### src/rtl/multicycle_control.sv
// Main control FSM for the multi-cycle MIPS-subset datapath: fetch, decode, execute,
// memory access and write-back over a shared single-port memory, plus a retired-instruction counter.
module multicycle_control #(
  parameter int COUNT_WIDTH = 16
) (
  input  logic                   clock,
  input  logic                   reset_n,
  input  logic                   run,
  input  logic [5:0]             opcode,
  input  logic                   zero,
  input  logic                   mem_ack,
  output logic                   mem_req,
  output logic                   mem_we,
  output logic                   iord,
  output logic                   ir_write,
  output logic                   pc_write,
  output logic                   pc_src,
  output logic                   reg_write,
  output logic                   reg_dst,
  output logic                   mem_to_reg,
  output logic                   alu_src_a,
  output logic [1:0]             alu_src_b,
  output logic [1:0]             alu_op,
  output logic                   illegal,
  output logic                   halted,
  output logic [2:0]             state,
  output logic [COUNT_WIDTH-1:0] retired
);

  localparam logic [5:0] OP_RTYPE = 6'h00;
  localparam logic [5:0] OP_BEQ   = 6'h04;
  localparam logic [5:0] OP_ADDI  = 6'h08;
  localparam logic [5:0] OP_LW    = 6'h23;
  localparam logic [5:0] OP_SW    = 6'h2B;
  localparam logic [5:0] OP_HALT  = 6'h3F;

  localparam logic [COUNT_WIDTH-1:0] COUNT_ONE = {{(COUNT_WIDTH-1){1'b0}}, 1'b1};

  typedef enum logic [2:0] {
    S_IDLE   = 3'd0,
    S_FETCH  = 3'd1,
    S_DECODE = 3'd2,
    S_EXEC   = 3'd3,
    S_MEM    = 3'd4,
    S_WB     = 3'd5,
    S_HALT   = 3'd6
  } state_e;

  typedef struct packed {
    logic       mem_req;
    logic       mem_we;
    logic       iord;
    logic       pc_src;
    logic       reg_write;
    logic       reg_dst;
    logic       mem_to_reg;
    logic       alu_src_a;
    logic [1:0] alu_src_b;
    logic [1:0] alu_op;
    logic       halted;
  } moore_t;

  state_e                 state_q, state_d;
  logic [5:0]             opc_q, opc_d;
  logic [COUNT_WIDTH-1:0] retired_q, retired_d;
  moore_t                 moore_q, moore_d;
  logic                   retire;

  function automatic logic is_supported(input logic [5:0] op);
    case (op)
      OP_RTYPE, OP_BEQ, OP_ADDI, OP_LW, OP_SW, OP_HALT: is_supported = 1'b1;
      default:                                          is_supported = 1'b0;
    endcase
  endfunction

  // Moore outputs for a given state; evaluated on the next state so they can be registered.
  function automatic moore_t moore_decode(input state_e st, input logic [5:0] op);
    moore_t m;
    m = '0;
    case (st)
      S_FETCH: begin
        m.mem_req   = 1'b1;
        m.alu_src_b = 2'b01;
      end
      S_DECODE: m.alu_src_b = 2'b11;
      S_EXEC: begin
        m.alu_src_a = 1'b1;
        case (op)
          OP_RTYPE: m.alu_op = 2'b10;
          OP_BEQ: begin
            m.alu_op = 2'b01;
            m.pc_src = 1'b1;
          end
          default: m.alu_src_b = 2'b10;
        endcase
      end
      S_MEM: begin
        m.mem_req = 1'b1;
        m.iord    = 1'b1;
        m.mem_we  = (op == OP_SW);
      end
      S_WB: begin
        m.reg_write  = 1'b1;
        m.reg_dst    = (op == OP_RTYPE);
        m.mem_to_reg = (op == OP_LW);
      end
      S_HALT:  m.halted = 1'b1;
      default: m = '0;
    endcase
    return m;
  endfunction

  always_comb begin
    state_d   = state_q;
    opc_d     = opc_q;
    retired_d = retired_q;
    retire    = 1'b0;
    case (state_q)
      S_IDLE:  if (run) state_d = S_FETCH;
      S_FETCH: if (mem_ack) state_d = S_DECODE;
      S_DECODE: begin
        opc_d = opcode;
        if (opcode == OP_HALT)      state_d = S_HALT;
        else if (!is_supported(opcode)) state_d = S_FETCH;
        else                        state_d = S_EXEC;
      end
      S_EXEC: begin
        case (opc_q)
          OP_RTYPE, OP_ADDI: state_d = S_WB;
          OP_LW, OP_SW:      state_d = S_MEM;
          OP_BEQ:            retire  = 1'b1;
          default:           state_d = S_IDLE;
        endcase
      end
      S_MEM: begin
        if (mem_ack) begin
          if (opc_q == OP_LW) state_d = S_WB;
          else                retire  = 1'b1;
        end
      end
      S_WB:    retire  = 1'b1;
      S_HALT:  state_d = S_HALT;
      default: state_d = S_IDLE;
    endcase
    // run is only honoured here and in IDLE, so mid-instruction changes wait for retirement.
    if (retire) begin
      retired_d = retired_q + COUNT_ONE;
      state_d   = run ? S_FETCH : S_IDLE;
    end
    moore_d = moore_decode(state_d, opc_d);
  end

  always_ff @(posedge clock or negedge reset_n) begin
    if (!reset_n) begin
      state_q   <= S_IDLE;
      opc_q     <= 6'h00;
      retired_q <= '0;
      moore_q   <= '0;
    end else begin
      state_q   <= state_d;
      opc_q     <= opc_d;
      retired_q <= retired_d;
      moore_q   <= moore_d;
    end
  end

  // Handshake-dependent strobes stay combinational so they land in the ack/zero cycle itself.
  assign ir_write = (state_q == S_FETCH) && mem_ack;
  assign pc_write = ((state_q == S_FETCH) && mem_ack) ||
                    ((state_q == S_EXEC) && (opc_q == OP_BEQ) && zero);
  assign illegal  = (state_q == S_DECODE) && !is_supported(opcode);

  assign mem_req    = moore_q.mem_req;
  assign mem_we     = moore_q.mem_we;
  assign iord       = moore_q.iord;
  assign pc_src     = moore_q.pc_src;
  assign reg_write  = moore_q.reg_write;
  assign reg_dst    = moore_q.reg_dst;
  assign mem_to_reg = moore_q.mem_to_reg;
  assign alu_src_a  = moore_q.alu_src_a;
  assign alu_src_b  = moore_q.alu_src_b;
  assign alu_op     = moore_q.alu_op;
  assign halted     = moore_q.halted;
  assign state      = state_q;
  assign retired    = retired_q;

endmodule

### config.mk
export PLATFORM = sky130hd
export DESIGN_NAME = multicycle_control
export DESIGN_NICKNAME = d
export VERILOG_FILES = /design/src/rtl/multicycle_control.sv
export SDC_FILE = /design/constraint.sdc
export NUM_CORES = 1
export LEC_CHECK = 0
export CORE_MARGIN = 2
export CORE_UTILIZATION = 43
export DETAILED_ROUTE_END_ITERATION = 6
export HOLD_SLACK_MARGIN = 0.03
export PLACE_DENSITY = 0.8
export SLEW_MARGIN = 15
export SYNTH_ARGS = -nofsm -noshare
export SYNTH_HDL_FRONTEND = slang
export SYNTH_SLANG_ARGS = --single-unit
### constraint.sdc
create_clock -name clock -period 2.1 [get_ports clock]
set_input_delay 0.21 -clock clock [delete_from_list [all_inputs] [get_ports clock]]
set_output_delay 0.21 -clock clock [all_outputs]
set_load 0.005 [all_outputs]
==> metrics <==
status finished with violations; failing checks negative setup slack; RePlAce Congestion 0.833; WS Path Type reg -> reg; antenna-violating nets left 0; post-route setup slack -0.0168 ns; Post-Synthesis Cell Area 0.00178 sq mm; Placed Area 0.00248 sq mm; DRC errors left 0; crit path capture type flip-flop; Clk Tree Root Cell clkbuf_8; post-synthesis instance total 154; Hold Violations, Final 0; RSZ-0062 raised after global routing true; port bufs 45; maximum vdd ir drop 857 uV; final period utilization 101%; multi-input logic area 857 sq um; via count 1,544; commonest cells after routing, fill and taps aside clkdlybuf4s50_1 (43), dfrtp_1 (37), buf_4 (32), xnor2_1 (14), nand2_1 (10); grt met2 use 29.5%; TritonCTS clock tree yes; most common cell after layout, fill and taps aside clkdlybuf4s50_1; total of max-cap violations 0; worst hold margin 0.330 ns; initial drt markers 72; HPWL after DPL 2960 um; Netlist cell types 49; Final nets 251; cts bufs inserted 5; slew margin rel. 69.6%; WP data required 2.29 ns; storage element area 926 sq um; Max Root-Sink Buffers 2; RR Startpoint state[0]; via density per instance 5.32; Pwr per Cell Area 1180 mW/mm^2; worst slew pin tran 0.456 ns; Fill cells 285; TritonRoute pass-1 iters 4; first-pass GRT wire length 6670 um; grt ovf 0; Worst-Skew Late Latency 0.29 ns; Leakage Power 1.24 nW; largest net degree at the start of global routing 38; CP Data Arrival Time 2.30 ns; Warnings, synthesis 0; Chip Width 68.3 um; Worst-path clk slew 0.07 ns; Seq/Total Area, Yosys 52.1%; fraction of layout cells with a size suffix above 1 32.5%; final WL 4520 um; crit path max fanout 6; DR WL/cell 15.6 um; ant diodes 0; Total GRT Usage 20.1%; core area 0.00400 sq mm; Tot Pwr 0.00325 W; number of global-route vias before repair 1,369; met1 track demand over resource 27.0%; clk_skew 0.00319 ns; Placed Cells 274; startpoint types flip-flop; Max Slew Vio Count 0; Min-Delay Path Class in -> async; R2R Path End alu_src_b[1]; post-layout min period 2.12 ns; io pins 46; GR peak layer met2; max reg flops 16; H-tree Lvls 2; Mapped Nets 166; Die H 68.3 um; Die ar. 0.00466 sq mm; synth-to-layout area growth 54.9%; initial antenna violation count 0; fmax 0.472 GHz; Sink Count 37; post-route cell area 0.00275 sq mm; Finish-stage setup viols 3; Post-CTS Hold Fix Bufs 0; cell row count 23; setup_tns -0.0326 ns; flops & latches, synth 37; Non-Filler Instances 290; R2R depth 7; FF-to-FF setup slack -0.02 ns; met3 usage 5.76%; Starting Density 44.4%; Mean Syn Cell Area 11.5 sq um
## final cells by class
class	instances	share of cell area, %
Clock buffer	7	3.14
Clock inverter	1	1.09
Inverter	8	1.09
Multi-Input combinational cell	104	31.2
Sequential cell	37	33.7
Tap cell	50	2.27
Timing Repair Buffer	83	27.6
## repair_timing
action,4_1_cts,5_1_grt
gates resized for setup,12,13
pin swaps,4,7
buffers inserted,2,7
setup endpoints to repair,23,14
gates cloned,0,0
## power by group
group          leakage [nW]  switching [W]  internal (W)
Clock                0.0585       0.000248      0.000387
Sequential            0.490       0.000167      0.000884
Combinational         0.696       0.000688      0.000873
Total                  1.24        0.00110       0.00214
## critical path, stage by stage, from the launching register on
cell and delay [ns]:
dfrtp_1 0.41, nor3b_4 0.20, buf_6 0.16, mux2_4 0.32
or4_4 0.55, nor2_4 0.12, o22ai_1 0.08, and2_1 0.15
## worst max path at each step
stage / from / endpoint / depth (start not counted)
after floorplan: state[2] / alu_op[1] / 7
after global placement: opcode[2] / alu_src_b[1] / 8
after CTS: state[0] / alu_src_b[1] / 7
after detailed placement: opcode[2] / alu_src_b[1] / 8
final: state[0] / alu_src_b[1] / 7
after global routing: opc_q[4] / alu_src_b[0] / 6
## logic make-up (layout without fill, tap and decap cells)
kind of cell             Yosys count  in the layout  share of synthesized area [%]
buffers and inverters             13             99                           4.01
AO/OA/AOI/OAI                     17             17                           9.16
multiplexers                       7              7                           4.79
flip-flops                        37             37                           52.1
AND/OR/NAND/NOR                   64             64                           21.8
adder cells (fa/ha/maj)            1              1                          0.704
XOR/XNOR                          15             15                           7.39
## Yosys cell counts, drive strengths merged
cell / n / area [sq um]
a211o: 1 / 8.76
a211oi: 1 / 12.5
a21o: 1 / 7.51
a21oi: 4 / 23.8
a221o: 1 / 11.3
a221oi: 1 / 26.3
a41oi: 1 / 8.76
and2: 2 / 12.5
and3: 7 / 43.8
and4: 4 / 37.5
buf: 4 / 37.5
clkbuf: 1 / 3.75
dfrtp: 37 / 926
ha: 1 / 12.5
inv: 8 / 30.0
mux2: 6 / 75.1
mux2i: 1 / 10.0
nand2: 12 / 47.6
nand2b: 1 / 6.26
nand3: 10 / 55.1
nand4: 3 / 18.8
nand4b: 1 / 8.76
nor2: 10 / 45.0
nor2b: 1 / 6.26
nor3: 4 / 20.0
nor3b: 3 / 33.8
nor4: 1 / 12.5
nor4b: 1 / 8.76
o211a: 1 / 10.0
o211ai: 1 / 7.51
o21ai: 1 / 5.00
o22ai: 1 / 6.26
o311a: 1 / 10.0
o311ai: 1 / 8.76
o32ai: 1 / 16.3
or2: 2 / 12.5
or4: 2 / 18.8
xnor2: 14 / 123
xor2: 1 / 8.76
## through the flow
step           utilization, %  setup slack (ns)
2_1_floorplan               -            -0.112
3_3_place_gp             61.9            -0.110
3_5_place_dp             61.9            -0.174
4_1_cts                  66.5           -0.0167
5_1_grt                  68.8           -0.0996
6_report                 68.8           -0.0168
## metal layers
layer | up-vias | part of all wire, %
li1 | 720 | -
met1 | 751 | 42
met2 | 58 | 48
met3 | 15 | 6.8
met4 | 0 | 3.0
met5 | - | 0
No activity file was read; power rests on OpenSTA's default activity.
